<file path="config.mk">
export PLATFORM = sky130hd
export DESIGN_NAME = dmem_port_arbiter
export DESIGN_NICKNAME = d
export VERILOG_FILES = /design/src/rtl/dmem_port_arbiter.sv
export SDC_FILE = /design/constraint.sdc
export NUM_CORES = 1
export LEC_CHECK = 0
export CAP_MARGIN = 25
export CORE_MARGIN = 8
export CORE_UTILIZATION = 40
export CTS_BUF_LIST = sky130_fd_sc_hd__clkbuf_4 sky130_fd_sc_hd__clkbuf_8
export DETAILED_ROUTE_END_ITERATION = 12
export MAX_ROUTING_LAYER = met4
export PLACE_DENSITY = 0.89
export SYNTH_ARGS = -nofsm -noshare
export SYNTH_HDL_FRONTEND = slang
export SYNTH_SLANG_ARGS = --single-unit
</file>
<file path="constraint.sdc">
create_clock -name i_clk -period 4.8 [get_ports i_clk]
set_input_delay 0.96 -clock i_clk [delete_from_list [all_inputs] [get_ports i_clk]]
set_output_delay 0.96 -clock i_clk [all_outputs]
set_load 0.05 [all_outputs]
</file>
<file path="src/rtl/dmem_port_arbiter.sv">
// Round-robin arbiter sharing one single-port synchronous data memory between
// the core load/store path (C, single word) and a loader/DMA engine (D, bursts).
module dmem_port_arbiter #(
  parameter int ADDR_W = 32,
  parameter int DATA_W = 32,
  parameter int LEN_W  = 4
) (
  input  logic              i_clk,
  input  logic              i_rst_n,
  // core requester
  input  logic              i_c_req,
  input  logic              i_c_we,
  input  logic [ADDR_W-1:0] i_c_addr,
  input  logic [DATA_W-1:0] i_c_wdata,
  output logic              o_c_gnt,
  output logic              o_c_stall,
  output logic              o_c_rvalid,
  output logic [DATA_W-1:0] o_c_rdata,
  // DMA requester
  input  logic              i_d_req,
  input  logic              i_d_we,
  input  logic [ADDR_W-1:0] i_d_addr,
  input  logic [LEN_W-1:0]  i_d_len,
  input  logic [DATA_W-1:0] i_d_wdata,
  output logic              o_d_gnt,
  output logic              o_d_rvalid,
  output logic [DATA_W-1:0] o_d_rdata,
  output logic              o_d_done,
  // memory
  output logic              o_m_en,
  output logic              o_m_we,
  output logic [ADDR_W-1:0] o_m_addr,
  output logic [DATA_W-1:0] o_m_wdata,
  input  logic [DATA_W-1:0] i_m_rdata
);

  typedef enum logic {S_IDLE, S_BURST} state_t;
  typedef enum logic {RR_C, RR_D}      rr_t;

  state_t             r_state;
  rr_t                r_rr_ptr;
  logic [ADDR_W-1:0]  r_addr;
  logic               r_we;
  logic [LEN_W-1:0]   r_beats_left;
  logic               r_c_rvalid;
  logic               r_d_rvalid;

  logic               w_c_gnt;
  logic               w_d_gnt;
  logic               w_d_first;
  logic               w_d_done;
  logic               w_m_we;
  logic [ADDR_W-1:0]  w_addr;
  logic [DATA_W-1:0]  w_m_wdata;

  // Grant decode. Grants are gated by reset so the memory is never strobed
  // while the block is held in reset.
  // NOTE: every always_comb output gets a default first, otherwise a path
  // that skips an assignment infers a latch.
  always_comb begin
    w_c_gnt   = 1'b0;
    w_d_gnt   = 1'b0;
    w_d_first = 1'b0;
    w_d_done  = 1'b0;
    w_m_we    = 1'b0;
    w_addr    = '0;
    w_m_wdata = '0;
    if (i_rst_n) begin
      if (r_state == S_BURST) begin
        // locked burst: core and new DMA requests are both refused
        w_d_gnt  = 1'b1;
        w_d_done = (r_beats_left == LEN_W'(1));
      end else if (i_c_req && (!i_d_req || r_rr_ptr == RR_C)) begin
        w_c_gnt = 1'b1;
      end else if (i_d_req) begin
        w_d_gnt   = 1'b1;
        w_d_first = 1'b1;
        w_d_done  = (i_d_len <= LEN_W'(1));
      end

      if (w_c_gnt) begin
        w_addr    = i_c_addr;
        w_m_we    = i_c_we;
        w_m_wdata = i_c_wdata;
      end else if (w_d_gnt) begin
        w_addr    = (r_state == S_BURST) ? r_addr : i_d_addr;
        w_m_we    = (r_state == S_BURST) ? r_we   : i_d_we;
        w_m_wdata = i_d_wdata;
      end
    end
  end

  assign o_c_gnt   = w_c_gnt;
  assign o_d_gnt   = w_d_gnt;
  assign o_d_done  = w_d_done;
  assign o_c_stall = i_rst_n & i_c_req & ~w_c_gnt;
  assign o_m_en    = w_c_gnt | w_d_gnt;
  assign o_m_we    = w_m_we;
  assign o_m_addr  = w_addr & ~ADDR_W'(3);
  assign o_m_wdata = w_m_wdata;

  // Read data is shared; only the tagged owner sees it, zero otherwise.
  assign o_c_rvalid = r_c_rvalid;
  assign o_d_rvalid = r_d_rvalid;
  assign o_c_rdata  = r_c_rvalid ? i_m_rdata : '0;
  assign o_d_rdata  = r_d_rvalid ? i_m_rdata : '0;

  // NOTE: sequential state uses non-blocking assignments so every register
  // samples the pre-edge values, independent of statement order.
  always_ff @(posedge i_clk or negedge i_rst_n) begin
    if (!i_rst_n) begin
      r_state      <= S_IDLE;
      r_rr_ptr     <= RR_C;
      r_addr       <= '0;
      r_we         <= 1'b0;
      r_beats_left <= '0;
      r_c_rvalid   <= 1'b0;
      r_d_rvalid   <= 1'b0;
    end else begin
      r_c_rvalid <= w_c_gnt & ~w_m_we;
      r_d_rvalid <= w_d_gnt & ~w_m_we;

      if (w_c_gnt) begin
        r_rr_ptr <= RR_D;
      end

      if (w_d_first) begin
        r_rr_ptr     <= RR_C;
        r_we         <= i_d_we;
        r_addr       <= i_d_addr + ADDR_W'(4);
        r_beats_left <= (i_d_len == '0) ? '0 : i_d_len - LEN_W'(1);
        if (i_d_len > LEN_W'(1)) begin
          r_state <= S_BURST;
        end
      end

      if (r_state == S_BURST) begin
        r_addr       <= r_addr + ADDR_W'(4);
        r_beats_left <= r_beats_left - LEN_W'(1);
        if (r_beats_left == LEN_W'(1)) begin
          r_state <= S_IDLE;
        end
      end
    end
  end

endmodule

</file>
=== After elaboration in Yosys (flattened, before gate mapping) ===
Cells that the tools add are included.

* $add $sub $neg: 4
* $lt $le $gt $ge: 2
* Equal/unequal tests: 1
* Multiplexer cells: 39
* Bitwise operators: 8
* Reductions and logical operators: 6

{| class="wikitable"
|+ Operator list
! kind !! count
|-
| 32-bit two-way mux || 11
|-
| 32-bit by 3-bit adder with 32-bit output, second input constant || 2
|-
| 1-bit two-way mux || 25
|-
| 4-bit two-way mux || 3
|-
| 4-bit by 1-bit subtractor with 4-bit output, second input constant || 2
|-
| 1-bit bitwise AND || 4
|-
| 4-bit by 1-bit equality test with 1-bit output, second input constant || 1
|-
| 4-bit by 1-bit greater-than comparator with 1-bit output, second input constant || 1
|-
| 4-bit by 1-bit <= comparator with 1-bit output, second input constant || 1
|-
| 4-bit zero test || 1
|-
| 2-bit nonzero test || 2
|-
| 1-bit inverter || 3
|-
| 1-bit logical AND || 1
|-
| 1-bit zero test || 1
|-
| 1-bit logical OR || 1
|-
| 1-bit bitwise OR || 1
|}

* Bits in registers: 41
* Input bits: 170

=== Depth between registers and ports, before layout ===
Gate-level depths: netlist of the first run.

* Depth after elaboration: 11
* Depth in mapped cells: 12
* Mapped depth without buffers: 9

=== Least setup slack after synthesis of the first run ===
Ideal clock, no wire load.

* Kind: input to output
* Start point: input port i_d_req
* End point: output port o_m_addr[3]
* Arrival time: 2.803 ns
* Data required time: 3.840 ns
* Path slack: 1.037 ns
* Stages on the path: 5
* Buffers on the path: 1
* Cell sequence: a21boi_0 o21ai_0 clkinv_1 clkbuf_1 a22o_1

* Cells in the longest elaborated chain, start to end: 9

{| class="wikitable"
|+ RTL lines
! item !! RTL line !! RTL
|-
| from (decl) || 20 || <nowiki>input logic i_d_req,</nowiki>
|-
| 1-bit zero test || 73 || <nowiki>end else if (i_c_req && (!i_d_req || r_rr_ptr == RR_C)) begin</nowiki>
|-
| 1-bit logical OR || 73 ||
|-
| 1-bit logical AND || 73 ||
|-
| 1-bit two-way mux || 73 ||
|-
| 1-bit two-way mux || 69 || <nowiki>if (r_state == S_BURST) begin</nowiki>
|-
| 1-bit two-way mux || 68 || <nowiki>if (i_rst_n) begin</nowiki>
|-
| 32-bit two-way mux || 85 || <nowiki>end else if (w_d_gnt) begin</nowiki>
|-
| 32-bit two-way mux * || 81 || <nowiki>if (w_c_gnt) begin</nowiki>
|-
| 32-bit two-way mux * || 68 ||
|-
| to (decl) || 32 || <nowiki>output logic [ADDR_W-1:0] o_m_addr,</nowiki>
|}

Mark *: on every way between the ends. The rest lies on a longest branch, timed or not. The select of a mux whose other input is x is not followed.

=== Worst setup path after layout of the first run ===
* Start point: input port i_d_req
* End point: output port o_m_we

* Cells in the longest elaborated chain, start to end: 9

{| class="wikitable"
|+ RTL lines
! item !! RTL line !! RTL
|-
| 1-bit zero test || 73 ||
|-
| 1-bit logical OR || 73 ||
|-
| 1-bit logical AND || 73 ||
|-
| 1-bit two-way mux || 73 ||
|-
| 1-bit two-way mux || 69 ||
|-
| 1-bit two-way mux || 68 ||
|-
| 1-bit two-way mux || 85 ||
|-
| 1-bit two-way mux * || 81 ||
|-
| 1-bit two-way mux * || 68 ||
|-
| to (decl) || 31 || <nowiki>output logic o_m_we,</nowiki>
|}

Marks and branches as above.

==> summary.md, run 1 <==
| Metric | Value |
|---|---|
| Cell with the most instances after synthesis | and2_1 |
| Crit end category | primary output |
| Clk_lat worst skew | about 0.3 ns |
| Filler Cell Count | between 800 and 900 |
| Reg area | roughly 980 um^2 |
| Critical path class | in2out |
| Initial antenna violation count | 0 |
| R2R Path End | r_addr[30] |
| DIE HEIGHT | approximately 120 um |
| Initial core utilization | between 40% and 50% |
| Final hold violation count | 0 |
| Critical Path End | o_m_we |
| Dpl ws | 0.2212 ns |
| Hold WC Path Type | reg2reg |
| Ranking of synthesized cells by area | dfrtp_1 21%, and2_1 8.9%, mux2i_1 7.5%, a22o_1 6.3%, nand2_1 5.2% |
| Layout net count | ~1,000 |
| P&R area growth vs syn | 74.39% |
| GP Congestion | ~1.1 |
| Vias per Instance | 5.647 |
| First-pass GRT wire length | approximately 31 mm |
| Unrepaired setup endpoints after global routing | false |
| Row Count | 39 |
| CTS Buf Count | 5 |
| Chip width | 122.7 um |
| Sequential fraction of the synthesis area | 21.43% |
| Peak VDD IR | roughly 0.00038 V |
| Global Route Usage Sum | between 20 and 30% |
| CTS max path bufs | 2 |
| WP depth | 6 |
| Drt drc | 0 |
| F_max | between 200 and 250 MHz |
| Critical path data arrival time | about 3.4 ns |
| Main synth FF type | dfrtp_1 |
| H-tree levels | 2 |
| Fin worst setup slack | roughly 0.42 ns |
| Layout cells sized above 1 | approximately 13% |
| Worst r2r path cells | 7 |
| Sink Count | 39 |
| Reg clk slew, reported paths | around 0.080 ns |
| Critical Path RT | around 3.8 ns |
| Reg-to-Reg Start | r_state |
| Total Die Area | ~0.015 mm^2 |
| Max-cap violation count | 0 |
| Critical path's slowest cell | clkdlybuf4s50_1 |
| R2R setup slack | ~1.3 ns |
| Slew HR | 45.64% |
| Syn avg cell area | roughly 7.8 um^2 |
| Yosys warnings | 0 |
| Top delay family on crit path | buffers and inverters |
| Grt ovf | 0 |
| 1st-iter DRT viols | around 380 |
| Post-synth top area cell | dfrtp_1 |
| Vias in the first global route | about 5,600 |
| Pin count of the biggest net entering global routing | just over 80 |
| DR WL/cell | between 20 and 25 um |
| Endpoints failing setup | 0 |
| CTS tree | yes |
| Setup TNS | 0 ns |
| Outcome | finished, final reports clean |
| Synth Instances | around 600 |
| Yosys cell types | 71 |
| Multi-input logic area | around 0.0034 mm^2 |
| Via count | ~5,600 |
| Layout Cells excl Fill | approximately 1,000 |
| Clk_skew | 0.01000 ns |
| CP max stage delay | 0.83 ns |
| Slew Limit Fails | 0 |
| IO Pins | between 300 and 400 |
| Asr flop ratio synth | between 90% and 100% |
| Mapped cell area | ~0.0046 mm^2 |
| Fin crit share | between 90 and 100% |
| # port buffers | approximately 300 |
| CP dominant cell by count | clkdlybuf4s50_1 |
| Critical path buffers and inverters | 2 |
| Synth top area share | about 21% |
| Number of flops mapped to enable cells by yosys | 0 |
| Core area | between 0.01 and 0.015 mm^2 |
| Worst setup SP type | input pin |
| Fin crit period | roughly 4.4 ns |
| Antenna Violating Nets Remaining | 0 |
| Worst setup startpoint | i_d_req |
| Final WL | roughly 21 mm |
| CP Cell Sequence | clkdlybuf4s50_1, a21boi_0, a211oi_1, a21oi_1, and2_1, clkdlybuf4s50_1 |
| Actual slew at the worst max-slew pin | 0.8155 ns |
| Synth top cells by count | 65 x and2_1, 63 x nand2_1, 46 x o21ai_0 |
| #FFs+latches synth | 39 |
| Finished Cell Area | a little under 0.008 mm^2 |
| Inst Count DP | slightly below 1,000 |
| Area after DPL | 0.007833 mm^2 |
| Post-CTS setup buffers | 0 |
| Leakage power | between 3 and 4 nW |
| Crit path max fanout | 4 |
| Drt pass-1 iters | 6 |
| Clock root buffer | clkbuf_8 |
| Ant. Diodes | 0 |
| Dpl hpwl | about 17 mm |
| PwrDens | 489.1 mW/mm^2 |
==> cells in the final DEF, fill, tap and decap left out, types with 3 or more instances in the layout <==
cell type | synthesis | layout
mux2i_1 | 34 | 34
xor2_1 | 17 | 17
a22oi_2 | 5 | 5
a211oi_1 | 6 | 6
ha_1 | 3 | 3
a32o_1 | 3 | 3
mux2_2 | 4 | 4
nor2_1 | 26 | 26
nor2b_1 | 5 | 5
a21o_1 | 3 | 3
xnor2_1 | 27 | 27
clkdlybuf4s50_1 | 0 | 234
dfrtp_1 | 39 | 38
nand4_1 | 4 | 4
a22o_1 | 33 | 33
o21ai_0 | 46 | 45
a31oi_1 | 7 | 7
or3_1 | 5 | 5
nand3b_1 | 13 | 13
buf_12 | 0 | 32
nand2_1 | 63 | 63
a211o_1 | 3 | 3
buf_4 | 2 | 40
nand3_1 | 18 | 18
inv_1 | 7 | 7
nand2b_1 | 5 | 5
a21oi_1 | 27 | 27
and4_1 | 3 | 3
clkbuf_8 | 0 | 7
o22ai_1 | 4 | 4
and2_1 | 65 | 65
nor3_1 | 9 | 9
nor3b_1 | 7 | 7
==> where the power goes <==
| part | switching (mW) | internal, mW | total, mW |
|---|---|---|---|
| registers | 0.315 | 0.481 | 0.797 |
| logic | 1.64 | 1.18 | 2.83 |
| clock network | 0.129 | 0.131 | 0.260 |
| total | 2.09 | 1.80 | 3.88 |
==> metrics by stage <==
step                total power [mW]  utilization [%]  hold WS (ns)
finish                         3.884            70.44        0.4938
global route                   4.106            70.44        0.5400
CTS                            3.880            70.41        0.4925
detailed placement             3.616            69.49        0.4755
global placement               3.526            69.49        0.4609
floorplan                      2.543                -        0.4457
==> worst min-delay path, cell delays in order (launching register included) <==
cell,delay [ns]
dfrtp_1,0.35
nand2_1,0.05
nand2_1,0.06
==> worst min path at each step <==
stage                     from   end  slack [ns]  cells after the start
after floorplan           r_we  r_we        0.45                      2
final                     r_we  r_we        0.49                      2
after global placement    r_we  r_we        0.46                      2
after detailed placement  r_we  r_we        0.48                      2
after global routing      r_we  r_we        0.54                      2
after CTS                 r_we  r_we        0.49                      2
==> registers in the layout, summed over array words and instances, names as in the netlist <==
name          flops
o_c_rvalid        1
o_d_rvalid        1
r_rr_ptr          1
r_addr           30
r_we              1
r_beats_left      4
r_state           1
==> cells by family after synthesis <==
| logic type | synth area share (%) |
|---|---|
| buf+inv | 5.111 |
| compound gates | 25.06 |
| flops | 21.43 |
| fa+ha+maj | 0.8245 |
| other cells | 0.08236 |
| simple gates | 30.56 |
| xor+xnor | 8.464 |
| mux | 8.464 |
==> timing repair <==
action / CTS / global route
endpoints found under the setup margin: 0 / 3
hold buffers: 0 / 0
resized for setup: 0 / 1
==> layout make-up <==
type,instances,area share (%)
clock buffer,7,1.213
multi-input combinational,492,42.22
clock inverter,1,0.09455
inverter,9,0.4727
sequential,39,12.34
timing repair buffer,307,41.41
tap,143,2.253
==> routing by layer <==
layer	vias up	share of wire [%]	track usage [%]
met5	-	0	-
met4	0	0.74	3.199
met3	19	8.3	6.578
met2	252	50	43.90
met1	2722	41	33.56
li1	2643	-	-
(Power assumes the default switching activity.)
==> run 2: changes to the inputs <==
--- a/config.mk
+++ b/config.mk
@@ -12,6 +12,7 @@
 export DETAILED_ROUTE_END_ITERATION = 12
 export MAX_ROUTING_LAYER = met4
 export PLACE_DENSITY = 0.89
+export SKIP_CTS_REPAIR_TIMING = 1
 export SYNTH_ARGS = -nofsm -noshare
 export SYNTH_HDL_FRONTEND = slang
 export SYNTH_SLANG_ARGS = --single-unit
==> results of run 2 <==
No change in the layout: final DEF, timing and power equal those of run 1.
==> run 3: changes to the inputs <==
--- a/config.mk
+++ b/config.mk
@@ -6,12 +6,14 @@
 export NUM_CORES = 1
 export LEC_CHECK = 0
 export CAP_MARGIN = 25
+export CELL_PAD_IN_SITES_DETAIL_PLACEMENT = 1
+export CELL_PAD_IN_SITES_GLOBAL_PLACEMENT = 2
 export CORE_MARGIN = 8
-export CORE_UTILIZATION = 40
+export CORE_UTILIZATION = 20
 export CTS_BUF_LIST = sky130_fd_sc_hd__clkbuf_4 sky130_fd_sc_hd__clkbuf_8
 export DETAILED_ROUTE_END_ITERATION = 12
 export MAX_ROUTING_LAYER = met4
-export PLACE_DENSITY = 0.89
+export PLACE_DENSITY = 0.88
 export SKIP_CTS_REPAIR_TIMING = 1
 export SYNTH_ARGS = -nofsm -noshare
 export SYNTH_HDL_FRONTEND = slang
==> summary.md, run 3 (same netlist as run 1, synthesis figures left out) <==
| Metric | Value |
|---|---|
| Outcome | finished, final reports clean |
| Hold WC Path Type | reg2reg |
| Initial core utilization | 20.23% (-20 points) |
| Actual slew at the worst max-slew pin | 0.8392 ns (+0.02374 ns) |
| Slew HR | 44.05% (-1.6 points) |
| Regs by FF count | r_addr (30), r_beats_left (4) |
| Fin Hold WS | 0.4968 ns (+0.003007 ns) |
| IO Pins | 306 (unchanged) |
| Dpl hpwl | 18.35 mm (+7.8%) |
| Met1 layer usage reported by global route | 19.98% (-14 points) |
| R2R setup slack | 1.50 ns (+0.21 ns) |
| Slew Limit Fails | 0 (unchanged) |
| DR WL/cell | 19.97 um (-4.5%) |
| Drt drc | 0 (unchanged) |
| Total Die Area | 0.02785 mm^2 (+85%) |
| Clk_skew | 0.01483 ns (+0.004827 ns) |
| Sink Count | 39 (unchanged) |
| F_max | 244.4 MHz (+7.1%) |
| Critical path data arrival time | 3.13 ns (-0.29 ns) |
| CTS Buf Count | 5 (unchanged) |
| Leakage power | 3.165 nW (about the same) |
| Core area | 0.02250 mm^2 (+100%) |
| Initial antenna violation count | 1 (+1) |
| Critical path class | in2out |
| Critical Path End | o_m_we |
| Critical Path RT | 3.84 ns (about the same) |
| CTS max path bufs | 2 (unchanged) |
| Fin crit share | 85.24% (-6.1 points) |
| Reg-to-Reg Start | r_state |
| P&R area growth vs syn | 77.93% |
| Fin crit period | 4.091 ns (-0.2917 ns) |
| Reg clk slew, reported paths | 0.10 ns (+0.02 ns) |
| Max-cap violation count | 0 (unchanged) |
| Vias per Instance | 4.761 (-16%) |
| M2 GR Usage | 28.02% (-16 points) |
| Layout cells sized above 1 | 12.87% (-0.12 points) |
| Layout net count | 1,027 (unchanged) |
| Row Count | 55 (+41%) |
| Dpl ws | 0.6804 ns (+0.4592 ns) |
| PwrDens | 479.7 mW/mm^2 (-1.9%) |
| Hold depth | 2 (unchanged) |
| Clock root buffer | clkbuf_8 |
| Most flops, register | r_addr |
| H-tree levels | 2 (unchanged) |
| # port buffers | 299 (unchanged) |
| Commonest non-fill, non-tap cell in the layout | clkdlybuf4s50_1 |
| Final WL | 22.78 mm (+9.2%) |
| Antenna Violating Nets Remaining | 0 (unchanged) |
| Setup TNS | 0 ns (unchanged) |
| Endpoints failing setup | 0 (unchanged) |
| GP Congestion | 0.8625 (-22%) |
| First-pass GRT wire length | 35.33 mm (+13%) |
| Crit path max fanout | 4 (unchanged) |
| Drt pass-1 iters | 6 (unchanged) |
| R2R Path End | r_addr[30] |
| Vias in the first global route | 5,669 (+1.5%) |
| Commonest non-fill, non-tap cells in the layout | 234 x clkdlybuf4s50_1, 65 x and2_1, 63 x nand2_1 |
| Max reg flops | 30 (unchanged) |
| Grt peak-use layer | met2 |
| Fin worst setup slack | 0.7086 ns (+0.2917 ns) |
| Tot Pwr | 3.886 mW (about the same) |
| Peak VDD IR | 0.0002297 V (-40%) |
| Chip width | 166.9 um (+36%) |
| Unrepaired setup endpoints after global routing | false |
| Final hold violation count | 0 (unchanged) |
| Worst r2r path cells | 9 (+2) |
| Crit end category | primary output |
| Via count | 5,432 (-3.6%) |
| Pin count of the biggest net entering global routing | 82 (+1.2%) |
| 1st-iter DRT viols | 273 (-29%) |
| Final Util | 36.00% (-34 points) |
| DIE HEIGHT | 166.9 um (+36%) |
| Worst setup SP type | input pin |
| Worst setup startpoint | i_d_req |
| Clk_lat worst skew | 0.30 ns (about the same) |
| CTS tree | yes |
| Met3 usage | 2.837% (-3.7 points) |
| Global Route Usage Sum | 16.26% (-11 points) |
| Grt ovf | 0 (unchanged) |
## run 3: cell types whose count changed in the layout (fill, tap and decap cells not counted)
cell        previous run  this run
clkinvlp_4             2         0
clkbuf_8               7         5
clkbuf_4               0         2
clkinv_2               0         1
clkinv_1               0         1
diode_2                0         1
## run 3: power breakdown
group          switching [mW]  internal (mW)
registers               0.322          0.481
clock network           0.134          0.114
logic                    1.65           1.19
total                    2.10           1.79
## run 3: worst min-delay path by stage
stage                     startpoint  endpoint  slack [ns]
after CTS                       r_we      r_we        0.50
after floorplan                 r_we      r_we        0.45
after detailed placement        r_we      r_we        0.48
final                           r_we      r_we        0.50
after global routing            r_we      r_we        0.53
after global placement          r_we      r_we        0.46
## run 3: final cells by class
cell class / instances / area, um^2
timing repair buffer: 307 / 3288
fill: 2630 / 14400
clock buffer: 7 / 83.83
multi-input combinational: 492 / 3352
clock inverter: 1 / 5.005
inverter: 9 / 33.78
antenna: 1 / 2.502
tap: 285 / 356.6
sequential: 39 / 979.7
## run 3: layer usage
metal / share of wire (%) / up-vias
li1: - / 2647
met2: 50 / 154
met5: 0 / -
met1: 45 / 2623
met3: 4.1 / 8
met4: 0.68 / 0
## run 3: through the flow
stage / cell area [um^2] / instances
after floorplan: 4557 / 584
after global placement: 8010 / 1132
after detailed placement: 8010 / 1132
after CTS: 8099 / 1140
after global routing: 8102 / 1141
final: 8102 / 1141
## run 3: critical path, cell delays in order
cell	delay, ns
clkdlybuf4s50_1	0.51
a21boi_0	0.19
buf_4	0.15
a211oi_1	0.07
a21oi_1	0.25
and2_1	0.16
clkdlybuf4s50_1	0.83
